### src/rtl/bist_pkg.sv
// Shared types and constants for the BIST pattern engine:
// FSM states, maximal-length LFSR taps and the MISR polynomial.
package bist_pkg;

   typedef enum logic [1:0] {
      IDLE,
      RUN,
      DONE
   } state_t;

   localparam logic [15:0] MISR_POLY = 16'h1021;

   // Bit k-1 set means tap k (1-based) feeds the XOR.
   localparam logic [15:0] LFSR_TAPS [3:16] = '{
      16'h0006, 16'h000C, 16'h0014, 16'h0030,
      16'h0060, 16'h00B8, 16'h0110, 16'h0240,
      16'h0500, 16'h0829, 16'h100D, 16'h2015,
      16'h6000, 16'hD008
   };

endpackage

### src/rtl/bist_pattern_engine_if.sv
// Control, CUT and result signals of the BIST pattern engine.
// The engine takes the slave side; the harness takes the master side.
interface bist_pattern_engine_if #(
   parameter int N_IN  = 5,
   parameter int N_OUT = 1,
   parameter int SIG_W = 16
);

   logic             start;
   logic             abort;
   logic             mode;
   logic [SIG_W-1:0] golden_sig;
   logic [N_IN-1:0]  cut_in;
   logic [N_OUT-1:0] cut_out;
   logic             busy;
   logic             done;
   logic             pass;
   logic [SIG_W-1:0] signature;
   logic [N_IN:0]    pattern_count;

   modport master (
      output start, abort, mode, golden_sig, cut_out,
      input  cut_in, busy, done, pass, signature, pattern_count
   );

   modport slave (
      input  start, abort, mode, golden_sig, cut_out,
      output cut_in, busy, done, pass, signature, pattern_count
   );

endinterface

### src/rtl/bist_misr.sv
// Multiple-input signature register: shift left, fold MSB through POLY,
// XOR in the zero-extended CUT response. clr has priority over en.
module bist_misr
   import bist_pkg::*;
#(
   parameter int               SIG_W = 16,
   parameter int               N_OUT = 1,
   parameter logic [SIG_W-1:0] POLY  = SIG_W'(MISR_POLY)
) (
   input  logic             clk,
   input  logic             rst_n,
   input  logic             clr,
   input  logic             en,
   input  logic [N_OUT-1:0] din,
   output logic [SIG_W-1:0] sig,
   output logic [SIG_W-1:0] sig_next
);

   if (N_OUT > SIG_W) begin : g_bad_width
      $error("bist_misr: N_OUT must not exceed SIG_W");
   end

   logic [SIG_W-1:0] sig_q;
   logic [SIG_W-1:0] sig_d;

   always_comb begin
      sig_next = (sig_q << 1)
               ^ (sig_q[SIG_W-1] ? POLY : '0)
               ^ SIG_W'(din);
      sig_d = sig_q;
      if (clr) begin
         sig_d = '0;
      end else if (en) begin
         sig_d = sig_next;
      end
   end

   always_ff @(posedge clk or negedge rst_n) begin
      if (!rst_n) begin
         sig_q <= '0;
      end else begin
         sig_q <= sig_d;
      end
   end

   assign sig = sig_q;

endmodule

### src/rtl/bist_pattern_engine.sv
// BIST engine: exhaustive or LFSR patterns into a combinational CUT,
// response compacted by bist_misr and compared with golden_sig.
module bist_pattern_engine
   import bist_pkg::*;
#(
   parameter int N_IN  = 5,
   parameter int N_OUT = 1,
   parameter int SIG_W = 16
) (
   input logic                   clk,
   input logic                   rst_n,
   bist_pattern_engine_if.slave  bus
);

   if (N_IN < 3 || N_IN > 16) begin : g_bad_n_in
      $error("bist_pattern_engine: N_IN must be 3..16");
   end

   localparam int PW = N_IN + 1;
   localparam logic [N_IN-1:0] TAPS = LFSR_TAPS[N_IN][N_IN-1:0];
   localparam logic [PW-1:0] LAST_EXH  = PW'((1 << N_IN) - 1);
   localparam logic [PW-1:0] LAST_LFSR = PW'((1 << N_IN) - 2);

   state_t          state_q, state_d;
   logic            mode_q, mode_d;
   logic [PW-1:0]   pat_q, pat_d;
   logic [PW-1:0]   cnt_q, cnt_d;
   logic            busy_q, busy_d;
   logic            done_q, done_d;
   logic            pass_q, pass_d;

   logic             misr_clr;
   logic             misr_en;
   logic [SIG_W-1:0] sig;
   logic [SIG_W-1:0] sig_next;
   logic             last;
   logic [PW-1:0]    pat_adv;

   bist_misr #(
      .SIG_W (SIG_W),
      .N_OUT (N_OUT)
   ) u_misr (
      .clk      (clk),
      .rst_n    (rst_n),
      .clr      (misr_clr),
      .en       (misr_en),
      .din      (bus.cut_out),
      .sig      (sig),
      .sig_next (sig_next)
   );

   always_comb begin
      state_d  = state_q;
      mode_d   = mode_q;
      pat_d    = pat_q;
      cnt_d    = cnt_q;
      busy_d   = busy_q;
      done_d   = done_q;
      pass_d   = pass_q;
      misr_clr = 1'b0;
      misr_en  = 1'b0;

      // Terminal test on the count of patterns already compacted.
      last = (cnt_q == (mode_q ? LAST_LFSR : LAST_EXH));
      pat_adv = mode_q
              ? {1'b0, pat_q[N_IN-2:0], ^(pat_q[N_IN-1:0] & TAPS)}
              : pat_q + 1'b1;

      unique case (state_q)
         IDLE, DONE: begin
            if (bus.abort) begin
               state_d = IDLE;
               done_d  = 1'b0;
               pass_d  = 1'b0;
            end else if (bus.start) begin
               state_d  = RUN;
               mode_d   = bus.mode;
               misr_clr = 1'b1;
               cnt_d    = '0;
               pat_d    = bus.mode ? PW'({N_IN{1'b1}}) : '0;
               busy_d   = 1'b1;
               done_d   = 1'b0;
               pass_d   = 1'b0;
            end
         end
         RUN: begin
            if (bus.abort) begin
               state_d = IDLE;
               busy_d  = 1'b0;
               pat_d   = '0;
            end else begin
               misr_en = 1'b1;
               cnt_d   = cnt_q + 1'b1;
               if (last) begin
                  state_d = DONE;
                  busy_d  = 1'b0;
                  done_d  = 1'b1;
                  pass_d  = (sig_next == bus.golden_sig);
                  pat_d   = '0;
               end else begin
                  pat_d = pat_adv;
               end
            end
         end
         default: begin
            state_d = IDLE;
            busy_d  = 1'b0;
            done_d  = 1'b0;
            pass_d  = 1'b0;
            pat_d   = '0;
         end
      endcase
   end

   always_ff @(posedge clk or negedge rst_n) begin
      if (!rst_n) begin
         state_q <= IDLE;
         mode_q  <= 1'b0;
         pat_q   <= '0;
         cnt_q   <= '0;
         busy_q  <= 1'b0;
         done_q  <= 1'b0;
         pass_q  <= 1'b0;
      end else begin
         state_q <= state_d;
         mode_q  <= mode_d;
         pat_q   <= pat_d;
         cnt_q   <= cnt_d;
         busy_q  <= busy_d;
         done_q  <= done_d;
         pass_q  <= pass_d;
      end
   end

   assign bus.cut_in        = pat_q[N_IN-1:0];
   assign bus.busy          = busy_q;
   assign bus.done          = done_q;
   assign bus.pass          = pass_q;
   assign bus.signature     = sig;
   assign bus.pattern_count = cnt_q;

endmodule

### src/flat_wrapper.sv
// flat-port wrapper written by rule: the top's interface ports become plain ports
module bist_pattern_engine_flat import bist_pkg::*;
#(
   parameter int N_IN  = 5,
   parameter int N_OUT = 1,
   parameter int SIG_W = 16
)
  (clk, rst_n, bus_start, bus_abort, bus_mode, bus_golden_sig, bus_cut_out, bus_cut_in, bus_busy, bus_done, bus_pass, bus_signature, bus_pattern_count);
  bist_pattern_engine_if #(.N_IN(N_IN), .N_OUT(N_OUT), .SIG_W(SIG_W)) bus_i ();
  input logic clk;
  input logic rst_n;
  input wire logic [$bits(bus_i.start)-1:0] bus_start;
  input wire logic [$bits(bus_i.abort)-1:0] bus_abort;
  input wire logic [$bits(bus_i.mode)-1:0] bus_mode;
  input wire logic [$bits(bus_i.golden_sig)-1:0] bus_golden_sig;
  input wire logic [$bits(bus_i.cut_out)-1:0] bus_cut_out;
  output wire logic [$bits(bus_i.cut_in)-1:0] bus_cut_in;
  output wire logic [$bits(bus_i.busy)-1:0] bus_busy;
  output wire logic [$bits(bus_i.done)-1:0] bus_done;
  output wire logic [$bits(bus_i.pass)-1:0] bus_pass;
  output wire logic [$bits(bus_i.signature)-1:0] bus_signature;
  output wire logic [$bits(bus_i.pattern_count)-1:0] bus_pattern_count;
  assign bus_i.start = bus_start;
  assign bus_i.abort = bus_abort;
  assign bus_i.mode = bus_mode;
  assign bus_i.golden_sig = bus_golden_sig;
  assign bus_i.cut_out = bus_cut_out;
  assign bus_cut_in = bus_i.cut_in;
  assign bus_busy = bus_i.busy;
  assign bus_done = bus_i.done;
  assign bus_pass = bus_i.pass;
  assign bus_signature = bus_i.signature;
  assign bus_pattern_count = bus_i.pattern_count;
  bist_pattern_engine #(.N_IN(N_IN), .N_OUT(N_OUT), .SIG_W(SIG_W)) u_core (.clk(clk), .rst_n(rst_n), .bus(bus_i));
endmodule
### config.mk
export PLATFORM = sky130hd
export DESIGN_NAME = bist_pattern_engine_flat
export DESIGN_NICKNAME = d
export VERILOG_FILES = /design/src/rtl/bist_pkg.sv /design/src/rtl/bist_pattern_engine_if.sv /design/src/rtl/bist_misr.sv /design/src/rtl/bist_pattern_engine.sv /design/src/flat_wrapper.sv
export SDC_FILE = /design/constraint.sdc
export NUM_CORES = 1
export LEC_CHECK = 0
export BUFFER_PORTS_ARGS = -buffer_cell sky130_fd_sc_hd__buf_2
export CORE_MARGIN = 2
export CORE_UTILIZATION = 50
export CTS_BUF_LIST = sky130_fd_sc_hd__clkbuf_4
export CTS_CLUSTER_SIZE = 12
export DETAILED_ROUTE_END_ITERATION = 16
export PLACE_DENSITY_LB_ADDON = 0.1
export RECOVER_POWER = 25
export SLEW_MARGIN = 0
export SYNTH_ARGS = -nofsm -noshare
export SYNTH_HDL_FRONTEND = slang
export SYNTH_SLANG_ARGS = --single-unit
### constraint.sdc
create_clock -name clk -period 1.51 [get_ports clk]
set_input_delay 0.2265 -clock clk [delete_from_list [all_inputs] [get_ports clk]]
set_output_delay 0.2265 -clock clk [all_outputs]
set_load 0.005 [all_outputs]
==> flow_summary.yaml <==
global_routing:
  track_usage_pct: 21.1
  antenna_found_initial: 0
  grt_pass1_wl_mm: 6.49
  grt_pass1_vias: 1377
  grt_max_degree: 34
  grt_overflow: 0
critical_path:
  cp.required_ns: 1.80
  crit_arrival_ns: 1.70
  worstSetupStartpointType: "flop"
  critPathSlowestCell: "dfrtp_1"
  crit_path_cell_trace: "xor2_1, a211o_1, a211oi_1, a41o_1"
  slowest_delay_ns: 0.43
  critPathCaptureType: "flop"
  crit_type: "reg -> reg"
  crit_fanout: 4
drt:
  drc: 0
  vias: 1452
  final_antenna_net_count: 0
  vias_per_cell: 5.52
  first_pass_iters: 4
  totalWireLength_mm: 3.88
  wl_per_cell_um: 14.7
  drt-initial-drc-count: 107
yosys:
  netlist_area_um2: 1740
  syn-instance-count: 158
  synthTopCellsByArea: "dfrtp_1 47%, a22o_1 8.0%, xnor2_1 6.5%"
  synth-seq-cells: 33
  synth_edf_count: 0
  async_flop_share_pct: 100
  synth_seq_area_share_pct: 47.4
  syn-num-nets: 182
  syn_area_per_cell_um2: 11.0
  synthMostInstantiatedCell: "dfrtp_1"
  synth_cell_types: 38
  yosys-top-cells-count: "33 x dfrtp_1, 16 x a22o_1, 14 x a21oi_1"
  yosysWarnings: 0
  ys.flop_type: "dfrtp_1"
  yosysTopAreaCellShare_pct: 47.4
  synth_top_cell_by_area: "dfrtp_1"
timing:
  finalCritPeriodShare_pct: 94.0
  drv_slew: 0
  worst-slew-pin-transition_ns: 0.810
  period_minus_slack_ns: 1.42
  fin_worst_skew_ns: 0.00928
  max_clock_freq_ghz: 0.705
  fin_ws_ns: 0.0912
  max_slew_margin_pct: 46.0
  rsz0062_at_grt: "no"
  finalHoldViolCount: 0
  finalSetupTns_ns: 0
  setup_viol_count_final: 0
place:
  dp_slack_ns: 0.104
  portBuffers: 51
  dp_hpwl_mm: 2.84
  place.gp.congestion: 0.837
  dpl_cell_area_um2: 2070
clocking:
  cts.sinks: 33
  clk_latency_ns: 0.34
  root_buffer: "clkbuf_4"
  htree_levels: 2
  ctsResizeCount: 0
  tritoncts: "built"
  cts.reportedPaths.clkPinSlew_ns: 0.10
  max-clock-path-buffers: 2
  numCtsBuffers: 5
final_layout:
  drive_above_1_share_pct: 34.1
  area_growth_pct: 23.8
  nets: 240
  antenna_cells: 0
  design_area_um2: 2160
run:
  drv_cap: 0
power_and_ir_drop:
  total_leakage_power_nw: 1.11
  p_per_area_nw_per_um2: 975
  vdd_ir_drop_max_mv: 0.611
die:
  ios: 52
  rows: 21
  initial_core_util_pct: 52.2
  die_x_um: 63.0
  coreArea_um2: 3340
  die_area_um2: 3970
  fp.dieH_um: 63.0
outcome:
  status: "finished, final reports clean"
worst_hold_path:
  hp-class: "in -> reg"
-- routing by layer --
metal	global-route usage, %	up-vias	wire length (um)
met2	35.2	56	1900
met4	7.50	0	63
met5	0	-	0
met1	26.8	701	1700
li1	-	689	-
met3	4.86	6	212
-- critical path, delay by kind of cell, from the launching register on --
| family | cells | cell delay [ns] |
|---|---|---|
| xor+xnor | 1 | 0.19 |
| compound gates | 3 | 0.75 |
| flops | 1 | 0.43 |
-- final timing paths --
kind,start,endpoint,slack [ns],depth (start not counted)
setup reg to reg,u_core.u_misr.sig[4],u_core.bus.pass,0.09,4
max in group asynchronous,rst_n,u_core.u_misr.sig[2],0.40,3
setup / recovery,u_core.u_misr.sig[4],u_core.bus.pass,0.09,4
hold reg to reg,u_core.bus.done,u_core.bus.done,0.53,1
hold / removal,bus_mode,u_core.mode_q,0.14,3
min in group asynchronous,rst_n,u_core.bus.busy,0.58,3
-- cells in the final DEF (no fill, tap or decap), types with 3 or more instances in the layout --
cell      netlist  routed
buf_2           3      51
o22ai_1         4       4
buf_4           2       5
nand4_1         7       7
nand2_1         5       5
a21oi_1        14      14
mux2i_1         3       3
dfrtp_1        33      33
clkbuf_4        0       6
xor2_1         12      12
nor2_1          9       9
xnor2_1        13      13
a22o_1         16      16
inv_1           4       4
-- sequential cells by signal (all words and copies together) (netlist names) --
| register | count |
|---|---|
| u_core.bus.busy | 1 |
| u_core.bus.done | 1 |
| u_core.bus.pass | 1 |
| u_core.bus.pattern_count | 6 |
| u_core.mode_q | 1 |
| u_core.pat_q | 5 |
| u_core.state_q | 2 |
| u_core.u_misr.sig | 16 |
-- where the power goes --
part	switching (W)	internal (W)
sequential	0.0000827	0.000941
clock	0.000295	0.000362
combinational	0.000214	0.000206
-- per-stage QoR --
step	hold slack [ns]	power (W)	instances	util [%]
final	0.138	0.00210	263	64.6
after detailed placement	0.274	0.00146	254	62.0
after global placement	0.272	0.00144	254	62.0
after global routing	0.148	0.00222	263	64.6
after CTS	0.123	0.00213	263	64.7
after floorplan	-0.0691	0.00129	158	-
-- logic make-up (layout without fill, tap and decap cells) --
kind of cell             after synthesis  count (layout)  synth area share (%)
AO/OA/AOI/OAI                         46              46                  19.8
XOR/XNOR                              25              25                  12.6
adder cells (fa/ha/maj)                2               2                  1.44
buffers and inverters                 12              71                  3.73
flip-flops                            33              33                  47.4
multiplexers                           4               4                  2.37
AND/OR/NAND/NOR                       36              36                  12.6
-- repair_timing --
| action | 4_1_cts | 5_1_grt |
|---|---|---|
| hold buffers | 1 | 0 |
| setup buffers | 0 | 0 |
| hold endpoints to repair | 33 | 0 |
-- final cells by class --
type | count | area (um^2)
Sequential cell | 33 | 826
Multi-Input combinational cell | 113 | 851
Clock buffer | 6 | 45.0
Fill cell | 291 | 1180
Timing Repair Buffer | 59 | 328
Tap cell | 46 | 57.6
Inverter | 4 | 15.0
Clock inverter | 2 | 33.8
No activity file was read; power rests on OpenSTA's default activity.
